==> config.mk <==
export PLATFORM = sky130hd
export DESIGN_NAME = signed_sat_accumulator
export DESIGN_NICKNAME = d
export VERILOG_FILES = /design/src/rtl/signed_acc_pkg.sv /design/src/rtl/signed_sat_add.sv /design/src/rtl/signed_sat_accumulator.sv
export SDC_FILE = /design/constraint.sdc
export NUM_CORES = 1
export LEC_CHECK = 0
export ABC_AREA = 1
export ABC_CLOCK_PERIOD_IN_PS = 2130
export CORE_UTILIZATION = 50
export CTS_CLUSTER_DIAMETER = 200
export DETAILED_ROUTE_END_ITERATION = 6
export GPL_ROUTABILITY_DRIVEN = 0
export GPL_TIMING_DRIVEN = 1
export PLACE_DENSITY_LB_ADDON = 0.3
export SLEW_MARGIN = 20
export SYNTH_ARGS = -nofsm -noshare
export SYNTH_HDL_FRONTEND = slang
export SYNTH_HIERARCHICAL = 1
export SYNTH_SLANG_ARGS = --single-unit
==> constraint.sdc <==
create_clock -name clk -period 2.13 [get_ports clk]
set_input_delay 0.3195 -clock clk [delete_from_list [all_inputs] [get_ports clk]]
set_output_delay 0.3195 -clock clk [all_outputs]
set_load 0.005 [all_outputs]
==> src/rtl/signed_acc_pkg.sv <==
// -----------------------------------------------------------------------------
// signed_acc_pkg
// Shared definitions for the signed saturating accumulator:
//   WIDTH      - default width of the upstream two's-complement sum
//   ACC_WIDTH  - default accumulator width (must be >= WIDTH+2)
//   ACC_MAX/MIN- signed limits of a default-width accumulator
//   true_value - rebuilds the exact WIDTH+1-bit result of an upstream add
//                from its wrapped sum and overflow flag
// -----------------------------------------------------------------------------
package signed_acc_pkg;

    localparam int WIDTH     = 4;
    localparam int ACC_WIDTH = 8;

    localparam logic [ACC_WIDTH-1:0] ACC_MAX = {1'b0, {(ACC_WIDTH-1){1'b1}}};
    localparam logic [ACC_WIDTH-1:0] ACC_MIN = {1'b1, {(ACC_WIDTH-1){1'b0}}};

    // On overflow the wrapped sum has the wrong sign bit; the true sign is
    // its inverse, so prepending ~msb recovers the exact value.
    function automatic logic [WIDTH:0] true_value(input logic [WIDTH-1:0] sum,
                                                  input logic             ovf);
        logic [WIDTH:0] t;
        if (ovf) begin
            t = {~sum[WIDTH-1], sum};
        end else begin
            t = {sum[WIDTH-1], sum};
        end
        return t;
    endfunction

endpackage

==> src/rtl/signed_sat_add.sv <==
// -----------------------------------------------------------------------------
// signed_sat_add
// Combinational signed add of an ACC_WIDTH accumulator and a WIDTH+1-bit
// operand, with limit handling selected by the ACC_SATURATE_EN macro:
//   defined   : result clamps to the signed max/min, limit_o flags a clamp
//   undefined : result wraps to ACC_WIDTH bits, limit_o flags the wrap
// Ports:
//   acc_i   [ACC_WIDTH-1:0] current accumulator (signed)
//   val_i   [WIDTH:0]       operand to add (signed)
//   res_o   [ACC_WIDTH-1:0] new accumulator value
//   limit_o                 result did not fit ACC_WIDTH signed bits
// -----------------------------------------------------------------------------
module signed_sat_add
    import signed_acc_pkg::*;
#(
    parameter int W  = 4,
    parameter int AW = 8
) (
    input  logic [AW-1:0] acc_i,
    input  logic [W:0]    val_i,
    output logic [AW-1:0] res_o,
    output logic          limit_o
);

    localparam logic [AW-1:0] MAX_V = {1'b0, {(AW-1){1'b1}}};
    localparam logic [AW-1:0] MIN_V = {1'b1, {(AW-1){1'b0}}};

    logic [AW:0] sum_s;
    logic        wrap_s;

    // Full-precision sum; the operand is sign-extended to the accumulator width.
    assign sum_s = {acc_i[AW-1], acc_i} + {{(AW-W){val_i[W]}}, val_i};

    // Overflow only when both operands share a sign and the truncated result
    // does not.
    assign wrap_s = (acc_i[AW-1] == val_i[W]) && (sum_s[AW-1] != acc_i[AW-1]);

    // Select clamped or wrapped result and raise the limit flag.
    always_comb begin
        res_o   = sum_s[AW-1:0];
        limit_o = wrap_s;
`ifdef ACC_SATURATE_EN
        if (wrap_s) begin
            // Direction follows the common operand sign.
            if (acc_i[AW-1]) begin
                res_o = MIN_V;
            end else begin
                res_o = MAX_V;
            end
        end else begin
            res_o = sum_s[AW-1:0];
        end
`endif
    end

endmodule

==> src/rtl/signed_sat_accumulator.sv <==
// -----------------------------------------------------------------------------
// signed_sat_accumulator
// Consumes (sum, overflow) beats from a WIDTH-bit signed adder, rebuilds each
// beat's exact value and adds it into a signed ACC_WIDTH accumulator. The
// running total is presented over a valid/ready handshake with latency 1.
// Optional macro ACC_SATURATE_EN: clamp at the accumulator limits (default
// build wraps and only flags the wrap).
// Ports:
//   clk, rst_n (async active-low), clear (sync, highest priority)
//   up_valid/up_ready, up_sum[WIDTH-1:0], up_overflow : input beat
//   down_valid/down_ready                              : output handshake
//   acc[ACC_WIDTH-1:0]  running total
//   acc_sat             last accepted beat hit the limit
//   ovf_cnt[CNT_WIDTH-1:0] accepted beats with up_overflow=1 (saturating)
//   sticky_ovf          any limit event since clear/reset
// -----------------------------------------------------------------------------
module signed_sat_accumulator #(
    parameter int WIDTH     = signed_acc_pkg::WIDTH,
    parameter int ACC_WIDTH = signed_acc_pkg::ACC_WIDTH,
    parameter int CNT_WIDTH = 8
) (
    input  logic                 clk,
    input  logic                 rst_n,
    input  logic                 clear,
    input  logic                 up_valid,
    output logic                 up_ready,
    input  logic [WIDTH-1:0]     up_sum,
    input  logic                 up_overflow,
    output logic                 down_valid,
    input  logic                 down_ready,
    output logic [ACC_WIDTH-1:0] acc,
    output logic                 acc_sat,
    output logic [CNT_WIDTH-1:0] ovf_cnt,
    output logic                 sticky_ovf
);

    import signed_acc_pkg::*;

    localparam logic [CNT_WIDTH-1:0] CNT_ONE = {{(CNT_WIDTH-1){1'b0}}, 1'b1};

    logic [ACC_WIDTH-1:0] acc_q, acc_d;
    logic                 acc_sat_q, acc_sat_d;
    logic [CNT_WIDTH-1:0] ovf_cnt_q, ovf_cnt_d;
    logic                 sticky_q, sticky_d;
    logic                 down_valid_q, down_valid_d;

    logic [WIDTH:0]       true_s;
    logic [ACC_WIDTH-1:0] sum_res_s;
    logic                 limit_s;
    logic                 accept_s;

    // Single output register, no skid: a slot frees up when it is being drained.
    assign up_ready = !down_valid_q || down_ready;
    assign accept_s = up_valid && up_ready;

    generate
        if (WIDTH == signed_acc_pkg::WIDTH) begin : g_pkg_tv
            assign true_s = true_value(up_sum, up_overflow);
        end else begin : g_gen_tv
            assign true_s = {up_overflow ? ~up_sum[WIDTH-1] : up_sum[WIDTH-1], up_sum};
        end
    endgenerate

    signed_sat_add #(
        .W  (WIDTH),
        .AW (ACC_WIDTH)
    ) u_add (
        .acc_i   (acc_q),
        .val_i   (true_s),
        .res_o   (sum_res_s),
        .limit_o (limit_s)
    );

    // Next-state: clear beats everything, then accept, then drain.
    always_comb begin
        acc_d        = acc_q;
        acc_sat_d    = acc_sat_q;
        ovf_cnt_d    = ovf_cnt_q;
        sticky_d     = sticky_q;
        down_valid_d = down_valid_q;
        if (clear) begin
            // A beat accepted this cycle still handshakes but is dropped.
            acc_d        = '0;
            acc_sat_d    = 1'b0;
            ovf_cnt_d    = '0;
            sticky_d     = 1'b0;
            down_valid_d = 1'b0;
        end else if (accept_s) begin
            acc_d        = sum_res_s;
            acc_sat_d    = limit_s;
            sticky_d     = sticky_q | limit_s;
            down_valid_d = 1'b1;
            if (up_overflow && !(&ovf_cnt_q)) begin
                ovf_cnt_d = ovf_cnt_q + CNT_ONE;
            end else begin
                ovf_cnt_d = ovf_cnt_q;
            end
        end else if (down_ready) begin
            down_valid_d = 1'b0;
        end else begin
            down_valid_d = down_valid_q;
        end
    end

    // State registers with asynchronous reset.
    always_ff @(posedge clk or negedge rst_n) begin
        if (!rst_n) begin
            acc_q        <= '0;
            acc_sat_q    <= 1'b0;
            ovf_cnt_q    <= '0;
            sticky_q     <= 1'b0;
            down_valid_q <= 1'b0;
        end else begin
            acc_q        <= acc_d;
            acc_sat_q    <= acc_sat_d;
            ovf_cnt_q    <= ovf_cnt_d;
            sticky_q     <= sticky_d;
            down_valid_q <= down_valid_d;
        end
    end

    assign acc        = acc_q;
    assign acc_sat    = acc_sat_q;
    assign ovf_cnt    = ovf_cnt_q;
    assign sticky_ovf = sticky_q;
    assign down_valid = down_valid_q;

endmodule

==> results.cfg <==
[power]
pwr-share-clk_pct = 20.5
combinationalPowerShare_pct = 35.2
seq_power_share_pct = 44.3
p_switching_uw = 317
intPower_uw = 609
p_per_area_nw_per_um2 = 546
p_total_uw = 926
swShare_pct = 34.3
p_leak_uw = 0.000893
ir_drop_mv = 0.406

[finish]
area_growth_pct = 28.9
final_util_pct = 68.4
antenna_cells = 0
nets = 229
drive_gt1_share_pct = 11.5

[setup_path]
cp-start-kind = input port
cp.arrival_ns = 2.17
critPathRequiredTime_ns = 2.37
critPathMaxFanout = 5
critical_path_buf_inv_count = 3
cpMostUsedCell = inv_1
worstPathCellList = clkdlybuf4s50_1 -> xor2_2 -> ha_1 -> nand2_2 -> inv_1 -> a21oi_2 -> nand3_1 -> nand2_1 -> inv_1 -> o21ai_1
cp_top_family = buffers and inverters
cpPeakStageDelay_ns = 0.54
criticalPathCategory = input port to flip-flop
cp_slowest_cell = clkdlybuf4s50_1
crit_path_end_kind = flip-flop

[sta]
slew_viol_final = 0
period_minus_slack_ns = 1.92
min_period_over_period_pct = 90.3
fmax_mhz = 520
relSlewSlack_pct = 78.3
rsz0062_at_grt = false
worstMarginPinSlew_ns = 0.324
fin_skew_ns = 0.00179
setup_ws_ns = 0.206
final-setup-viol-count = 0
hold_viol = 0

[floorplanning]
die_h_um = 53.3
pin_count = 30
start_util_pct = 53.1
chipWidth_um = 53.3
core_um2 = 2480
num_rows = 18
dieArea_um2 = 2840

[drt]
num_vias = 1254
drc_errors = 0
viasPerCell = 5.25
antenna_left = 0
wl_per_cell_um = 12.6
first_pass_iters = 4
wirelength_um = 3000
drt_iter0_drc = 25

[synthesis]
syn_nets = 193
synth.most_common_cell = nand2_1
ys_types = 25
ys_ff_latch = 19
yosys.area.top_type = dfrtp_1
synth_area_per_cell_um2 = 7.56
synth.area.top_cells = dfrtp_1 36%, nand2_1 14%, nand3_1 8.0%
yosys_warnings = 6
synth_edf_count = 0
synth_common_cells = 49 x nand2_1, 23 x inv_1, 21 x nand3_1
syn_area_um2 = 1320
netlist_instances = 174
synth_top_area_share_pct = 36.2
yosysSeqAreaShare_pct = 36.2
postSynth.asyncResetShare_pct = 100
ys.flop_type = dfrtp_1

[place]
port-buffer-count = 29
pre_cts_slack_ns = -0.193
dp_hpwl_um = 2360

[global_route]
grt.met3_usage_pct = 2.01
antenna_found_initial = 0
grt_max_degree = 20
gr-max-usage-layer = met2
grt_usage_pct = 24.2
grt_overflow = 0
grt.met2_usage_pct = 44.6
met1_usage_pct = 27.0
grt_pass1_vias = 1146
grt_pass1_wl_um = 4880

[clock_tree]
clkSlewWorstSetupHoldPaths_ns = 0.11
clockRootBuffer = clkbuf_4
cts_buffer_depth = 2
cts_buffers = 3
cts_tree = done
postCtsSetupBuffers = 0
clock-sinks = 19
insertion_delay_ns = 0.31
htreeDepth = 1

[worst_hold_path]
hp-class = input port to asynchronous set/reset pin

[run]
maxCapViolCount = 0

[outcome]
status = finished, final reports clean
placed cells by master (no fill, tap or decap):
| cell type | synthesis | final |
|---|---|---|
| a21oi_1 | 2 | 2 |
| a21oi_2 | 1 | 1 |
| a21oi_4 | 1 | 1 |
| buf_4 | 0 | 3 |
| clkbuf_4 | 0 | 3 |
| clkdlybuf4s50_1 | 0 | 29 |
| clkinv_2 | 0 | 1 |
| dfrtp_1 | 19 | 19 |
| fa_1 | 1 | 1 |
| ha_1 | 8 | 8 |
| inv_1 | 23 | 23 |
| inv_2 | 2 | 2 |
| nand2_1 | 49 | 49 |
| nand2_2 | 5 | 5 |
| nand3_1 | 21 | 21 |
| nand3_2 | 2 | 2 |
| nand3b_1 | 3 | 3 |
| nand4_1 | 3 | 3 |
| nor2_1 | 10 | 10 |
| nor2_2 | 1 | 1 |
| nor2_4 | 2 | 2 |
| nor2_8 | 1 | 1 |
| nor3_1 | 1 | 1 |
| o21ai_1 | 10 | 10 |
| or2_1 | 2 | 2 |
| or2_2 | 1 | 1 |
| xnor2_1 | 2 | 2 |
| xor2_1 | 3 | 2 |
| xor2_2 | 0 | 1 |
power groups by stage:
stage                     combinational, uW  clock, uW  sequential, uW
final                                   326        190             411
after global routing                    368        219             414
after CTS                               326        198             411
after detailed placement                325          0             416
after global placement                  304          0             415
after floorplan                         192          0             414
metrics by stage:
stage	TNS, ns	hold WS (ns)	std cells	area (um^2)
after floorplan	0	0.0239	174	1320
after global placement	-0.204	0.478	235	1660
after detailed placement	-0.711	0.495	235	1660
after CTS	0	0.333	239	1690
after global routing	0	0.360	239	1700
final	0	0.331	239	1700
layout make-up:
class,instances,area [um^2]
timing repair buffer,32,313
clock buffer,3,22.5
sequential,19,475
tap,30,37.5
clock inverter,1,5.00
fill,228,782
inverter,25,93.8
multi-input combinational,129,748
worst register-to-register path: stages (launching register included):
cell     delay, ns
dfrtp_1       0.42
ha_1          0.25
fa_1          0.41
nand2_1       0.08
nand2_1       0.07
nand2_1       0.08
xnor2_1       0.12
inv_1         0.06
o21ai_1       0.15
layer usage:
metal	share of wire, %	vias up	wire, um
met3	2.6	5	78
met2	52	30	1570
met1	43	596	1290
li1	-	623	-
met5	0	-	0
met4	2.0	0	59
state kept, by name, indices dropped and copies added, names as in the netlist:
register,flops
acc,8
sticky_ovf,1
acc_sat,1
ovf_cnt,8
down_valid,1
final timing paths:
check | cells after the start | to | slack [ns] | from
worst max-delay path | 10 | acc[7] | 0.21 | up_overflow
worst min-delay path | 2 | acc[1] | 0.33 | rst_n
worst max register to register | 8 | acc[4] | 0.42 | acc[0]
worst min register to register | 2 | sticky_ovf | 0.52 | sticky_ovf
max in group asynchronous | 2 | ovf_cnt[4] | 1.59 | rst_n
min in group clk | 2 | sticky_ovf | 0.52 | sticky_ovf
logic make-up (layout without fill, tap and decap cells):
family / after synthesis / after routing / synth area share [%]
and+or+nand+nor: 101 / 101 / 37.4
buffers and inverters: 26 / 61 / 7.52
DFF: 19 / 19 / 36.2
AOI/OAI and AO/OA: 14 / 14 / 6.47
adders and majority gates: 9 / 9 / 9.13
xor gates and xnor gates: 5 / 5 / 3.33
timing repair:
item	in CTS	in global routing
gates resized for setup	0	1
hold buffers	0	0
endpoints found under the setup margin	0	3
(Power assumes the default switching activity.)
